==> src/rtl/obi_axil_pkg.sv <==
// Shared types and constants for the OBI to AXI-lite master bridge.
package obi_axil_pkg;

  localparam int unsigned ADDR_W = 32;
  localparam int unsigned DATA_W = 32;
  localparam int unsigned BE_W   = DATA_W / 8;

  // Read data returned when the watchdog abandons a transaction.
  localparam logic [DATA_W-1:0] TIMEOUT_RDATA = 32'hDEAD_BEEF;

  typedef enum logic [2:0] {
    IDLE,
    WR_ADDR,
    WR_RESP,
    RD_ADDR,
    RD_DATA,
    RESP
  } state_e;

  // Request fields captured at grant and held for the whole transaction.
  typedef struct packed {
    logic [ADDR_W-1:0] addr;
    logic              we;
    logic [BE_W-1:0]   be;
    logic [DATA_W-1:0] wdata;
  } obi_req_t;

endpackage

==> src/rtl/obi_to_axil_master.sv <==
// OBI data port to simplified AXI-lite initiator, one transaction in flight,
// with a response watchdog that turns a hung responder into an OBI error.
module obi_to_axil_master
  import obi_axil_pkg::*;
#(
  parameter int unsigned TIMEOUT_CYCLES = 256
) (
  input  logic              clk,
  input  logic              rst_n,
  // OBI target side
  input  logic              data_req_i,
  output logic              data_gnt_o,
  input  logic [ADDR_W-1:0] data_addr_i,
  input  logic              data_we_i,
  input  logic [BE_W-1:0]   data_be_i,
  input  logic [DATA_W-1:0] data_wdata_i,
  output logic              data_rvalid_o,
  output logic [DATA_W-1:0] data_rdata_o,
  output logic              data_err_o,
  // AXI-lite initiator side
  output logic [ADDR_W-1:0] awaddr,
  output logic              awvalid,
  input  logic              awready,
  output logic [DATA_W-1:0] wdata,
  output logic [BE_W-1:0]   wstrb,
  output logic              wvalid,
  input  logic              wready,
  input  logic              bvalid,
  output logic              bready,
  output logic [ADDR_W-1:0] araddr,
  output logic              arvalid,
  input  logic              arready,
  input  logic [DATA_W-1:0] rdata,
  input  logic              rvalid,
  output logic              rready
);

  // Derived from TIMEOUT_CYCLES; kept at least one bit wide when disabled.
  localparam int unsigned CNT_W =
    (TIMEOUT_CYCLES > 0) ? $clog2(TIMEOUT_CYCLES + 1) : 1;

  state_e            state_q, state_d;
  obi_req_t          req_q, req_d;
  logic              aw_done_q, aw_done_d;
  logic              w_done_q, w_done_d;
  logic [CNT_W-1:0]  cnt_q, cnt_d;
  logic [DATA_W-1:0] rdata_q, rdata_d;
  logic              err_q, err_d;
  logic              active_c;
  logic              expire_c;
  logic              aw_hs_c;
  logic              w_hs_c;
  logic              unused_we;

  // Direction is already encoded in the FSM branch; the latched copy is kept for visibility only.
  assign unused_we = req_q.we;

  // Address and write payload come straight from the latched request so they stay stable while valid.
  assign awaddr = req_q.addr;
  assign araddr = req_q.addr;
  assign wdata  = req_q.wdata;
  assign wstrb  = req_q.be;

  // Watchdog fires on the last allowed cycle of a transaction still waiting on the responder.
  assign active_c = state_q inside {WR_ADDR, WR_RESP, RD_ADDR, RD_DATA};
  assign expire_c = (TIMEOUT_CYCLES != 0) && (cnt_q == CNT_W'(TIMEOUT_CYCLES - 1));

  // State, flags, counter, latched request and response registers.
  always_ff @(posedge clk or negedge rst_n) begin
    if (!rst_n) begin
      state_q   <= IDLE;
      req_q     <= '0;
      aw_done_q <= 1'b0;
      w_done_q  <= 1'b0;
      cnt_q     <= '0;
      rdata_q   <= '0;
      err_q     <= 1'b0;
    end else begin
      state_q   <= state_d;
      req_q     <= req_d;
      aw_done_q <= aw_done_d;
      w_done_q  <= w_done_d;
      cnt_q     <= cnt_d;
      rdata_q   <= rdata_d;
      err_q     <= err_d;
    end
  end

  // Next-state logic and channel handshake outputs.
  always_comb begin
    state_d       = state_q;
    req_d         = req_q;
    aw_done_d     = aw_done_q;
    w_done_d      = w_done_q;
    cnt_d         = cnt_q;
    rdata_d       = rdata_q;
    err_d         = err_q;
    aw_hs_c       = 1'b0;
    w_hs_c        = 1'b0;
    data_gnt_o    = 1'b0;
    data_rvalid_o = 1'b0;
    data_rdata_o  = '0;
    data_err_o    = 1'b0;
    awvalid       = 1'b0;
    wvalid        = 1'b0;
    bready        = 1'b0;
    arvalid       = 1'b0;
    rready        = 1'b0;

    if (active_c) begin
      cnt_d = cnt_q + CNT_W'(1);
    end

    case (state_q)
      IDLE: begin
        data_gnt_o = data_req_i;
        if (data_req_i) begin
          req_d   = '{addr: data_addr_i, we: data_we_i, be: data_be_i, wdata: data_wdata_i};
          cnt_d   = '0;
          state_d = data_we_i ? WR_ADDR : RD_ADDR;
        end
      end
      WR_ADDR: begin
        awvalid = !aw_done_q;
        wvalid  = !w_done_q;
        aw_hs_c = awvalid && awready;
        w_hs_c  = wvalid && wready;
        if ((aw_done_q || aw_hs_c) && (w_done_q || w_hs_c)) begin
          aw_done_d = 1'b0;
          w_done_d  = 1'b0;
          state_d   = WR_RESP;
        end else begin
          aw_done_d = aw_done_q || aw_hs_c;
          w_done_d  = w_done_q || w_hs_c;
        end
      end
      WR_RESP: begin
        bready = 1'b1;
        if (bvalid) begin
          rdata_d = '0;
          err_d   = 1'b0;
          state_d = RESP;
        end
      end
      RD_ADDR: begin
        arvalid = 1'b1;
        if (arready) begin
          state_d = RD_DATA;
        end
      end
      RD_DATA: begin
        rready = 1'b1;
        if (rvalid) begin
          rdata_d = rdata;
          err_d   = 1'b0;
          state_d = RESP;
        end
      end
      RESP: begin
        data_rvalid_o = 1'b1;
        data_rdata_o  = rdata_q;
        data_err_o    = err_q;
        state_d       = IDLE;
      end
      default: begin
        state_d = IDLE;
      end
    endcase

    // A completing handshake in the expiry cycle has already moved the FSM on and wins.
    if (active_c && expire_c && (state_d == state_q)) begin
      aw_done_d = 1'b0;
      w_done_d  = 1'b0;
      rdata_d   = TIMEOUT_RDATA;
      err_d     = 1'b1;
      state_d   = RESP;
    end
  end

endmodule

==> config.mk <==
export PLATFORM = sky130hd
export DESIGN_NAME = obi_to_axil_master
export DESIGN_NICKNAME = d
export VERILOG_FILES = /design/src/rtl/obi_axil_pkg.sv /design/src/rtl/obi_to_axil_master.sv
export SDC_FILE = /design/constraint.sdc
export NUM_CORES = 1
export LEC_CHECK = 0
export ABC_AREA = 1
export ABC_CLOCK_PERIOD_IN_PS = 4200
export CAP_MARGIN = 20
export CORE_ASPECT_RATIO = 1.1
export CORE_MARGIN = 10
export CORE_UTILIZATION = 30
export CTS_CLUSTER_SIZE = 14
export DETAILED_ROUTE_END_ITERATION = 10
export PLACE_DENSITY = 0.73
export SKIP_CTS_REPAIR_TIMING = 1
export SLEW_MARGIN = 0
export SYNTH_ARGS = -nofsm -noshare
export SYNTH_HDL_FRONTEND = slang
export SYNTH_SLANG_ARGS = --single-unit
export TNS_END_PERCENT = 5
==> constraint.sdc <==
create_clock -name clk -period 4.2 [get_ports clk]
set_input_delay 0.84 -clock clk [delete_from_list [all_inputs] [get_ports clk]]
set_output_delay 0.84 -clock clk [all_outputs]
set_load 0.01 [all_outputs]
==> qor.yml <==
setup_path:
  worstSetupPathType: "reg -> out"
  timing.rr.start: "state_q[1]$_DFF_PN0_"
  endpoint: "data_rdata_o[30]"
  arrival_ps: 2390
  r2r_cells: 10
  r2r-end: "rdata_q[29]$_DFFE_PN0P_"
  worst-path-max-fanout: 30
  reg2reg_slack_ps: 1480
  end_kind: "output port"
  worst_setup_path_start_kind: "register"
  required_ps: 3360
  startpoint: "state_q[0]$_DFF_PN0_"
synthesis:
  netlist_area_um2: 5530
  synth-seq-cells: 115
  yosys_warnings: 0
  netlist_instances: 705
  synth_area_per_cell_um2: 7.84
  syn_nets: 816
  ys_types: 32
  seq_area_frac_synth: 0.521
timing:
  setup_tns_ps: 0
  finalSetupViolCount: 0
  final_max_slew_viol_count: 0
  worst_pin_slew_ps: 772
  rsz0062_at_grt: "false"
  max_clock_freq_mhz: 310
  hold_viol_final: 0
  post-route-period-util: 0.769
  maxSlewHeadroom: 0.485
  min_period_ps: 3230
  fin_skew_ps: 12.1
  fin_ws_ps: 972
detailed_routing:
  drcViolationCount: 0
  vias: 5029
  wl_per_cell_um: 14.9
  routed_wl_um: 17400
  antenna_left: 0
  viasPerCell: 4.29
  drt_iter0_drc: 238
  dr.pass1.iters: 4
floorplan:
  die_y_um: 162
  coreArea_um2: 18300
  ios: 249
  std_cell_rows: 52
  fp.dieArea_um2: 24300
  start_util: 0.302
  die_w_um: 149
clock_network:
  cts_tree: "yes"
  htree_levels: 4
  cts.sinks: 115
  root_buffer: "clkbuf_16"
  cts-buffers-inserted: 17
  clock_path_buffers: 2
  clkSlewWorstSetupHoldPaths_ps: 60
  clk_latency_ps: 410
placed_design:
  port_buffers: 248
  dp_slack_ps: 741
  place_hpwl_um: 12400
  gp_congestion: 0.796
layout:
  layout.nets: 1025
  drive_above_1_share: 0.0744
  syn2layout_area_growth_pct: 55.5
flow_run:
  drv_cap: 0
grt:
  grt-ovfl-total: 0
  grt_max_degree: 81
  grt_pass1_vias: 5163
  antenna_found_initial: 1
  grt_first_pass_wirelength_um: 27500
  grt_usage: 0.142
power_and_ir_drop:
  peakVddDrop_mv: 0.350
  leakage_nw: 4.06
  power.density_nw_per_um2: 702
worst_hold_path:
  hold_path.class: "in -> async"
status:
  status: "finished, final reports clean"
==> cells in the final DEF (no fill, tap or decap), types with 2 or more instances in the layout <==
cell type / netlist / final
nand4_1: 2 / 2
nand2_2: 13 / 13
nand3_4: 2 / 2
nand3_2: 1 / 2
ha_1: 2 / 2
dfrtp_1: 115 / 115
nor3_1: 6 / 6
o21ai_0: 39 / 39
nor2_4: 2 / 2
inv_1: 81 / 81
nor2_1: 64 / 64
clkinvlp_4: 0 / 5
inv_6: 0 / 3
clkdlybuf4s50_1: 0 / 247
nor2_2: 2 / 2
nand2_1: 249 / 249
inv_2: 5 / 5
a21oi_1: 8 / 8
buf_4: 33 / 7
clkbuf_16: 0 / 17
bufinv_16: 0 / 2
clkinv_4: 0 / 3
buf_16: 0 / 2
xor2_1: 2 / 2
nand3_1: 37 / 36
==> per-layer routing <==
metal  vias up  track usage  wire length (µm)  share of wire
met5         -            0                 0              0
met4         0       0.0509               191          0.011
met3        17       0.0756              2220           0.13
met2       214        0.215              7830           0.45
met1      2284        0.167              7190           0.41
li1       2514            -                 -              -
==> flip-flops by register name, summed over array words and instances (netlist names) <==
register,cells
araddr,32
wstrb,4
w_done_q,1
wdata,32
cnt_q,9
state_q,3
err_q,1
aw_done_q,1
rdata_q,32
==> synthesized netlist by cell type (all sizes together) <==
master,n,area share
xor2,2,0.0032
buf,51,0.065
o21bai,1,0.0014
and3,1,0.0011
clkbuf,15,0.010
xnor2,1,0.0016
ha,2,0.0045
o21a,1,0.0014
nand4,2,0.0023
nor3b,1,0.0014
clkinv,1,0.00068
nand3,40,0.042
nor3,6,0.0054
o21ai,39,0.035
inv,87,0.060
dfrtp,115,0.52
a21oi,8,0.0072
nor2,68,0.050
nand2,263,0.19
a31oi,1,0.0011
==> layout make-up <==
class | count | area, µm²
Antenna cell | 1 | 2.50
Clock buffer | 18 | 439
Clock inverter | 14 | 155
Fill cell | 1750 | 9690
Inverter | 88 | 333
Multi-Input combinational cell | 436 | 1900
Sequential cell | 115 | 2880
Tap cell | 243 | 304
Timing Repair Buffer | 256 | 2580
==> through the flow <==
| stage | total power, W | hold slack, ps | std cells | area (µm²) | util |
|---|---|---|---|---|---|
| detailed placement | 0.00462 | 465 | 1136 | 7940 | 0.434 |
| floorplan | 0.00340 | 450 | 705 | 5530 | - |
| CTS | 0.00611 | 481 | 1168 | 8540 | 0.467 |
| global placement | 0.00457 | 461 | 1136 | 7940 | 0.434 |
| finish | 0.00603 | 393 | 1171 | 8590 | 0.470 |
| global route | 0.00650 | 405 | 1171 | 8590 | 0.470 |
==> worst min-delay path by stage <==
| stage | from | to | cells past startpoint |
|---|---|---|---|
| floorplan | err_q$_DFFE_PN0P_ | err_q$_DFFE_PN0P_ | 2 |
| global placement | wdata[9]$_DFFE_PN0P_ | wdata[9]$_DFFE_PN0P_ | 2 |
| detailed placement | wdata[1]$_DFFE_PN0P_ | wdata[1]$_DFFE_PN0P_ | 2 |
| CTS | wdata[1]$_DFFE_PN0P_ | wdata[1]$_DFFE_PN0P_ | 2 |
| global route | rst_n | rdata_q[16]$_DFFE_PN0P_ | 1 |
| finish | rst_n | rdata_q[12]$_DFFE_PN0P_ | 1 |
==> worst max-delay path: stages (launching register included) <==
cell             delay (ps)
dfrtp_1                 580
inv_2                   140
nor3_1                  200
inv_1                   180
buf_16                  200
nor2_1                  110
clkdlybuf4s50_1         560
==> where the power goes <==
part	leakage (nW)	total, W	internal [W]	switching, W
Sequential	1.47	0.00193	0.00160	0.000327
Clock	0.276	0.00144	0.000894	0.000547
Combinational	2.32	0.00266	0.00132	0.00134
==> cells by family after synthesis <==
kind of cell,count (synthesis),synth area share
DFF,115,0.521
adders and majority gates,2,0.00453
xor gates and xnor gates,3,0.00476
buffers and inverters,154,0.136
AOI/OAI and AO/OA,50,0.0464
and+or+nand+nor,381,0.288
(Power assumes the default switching activity.)
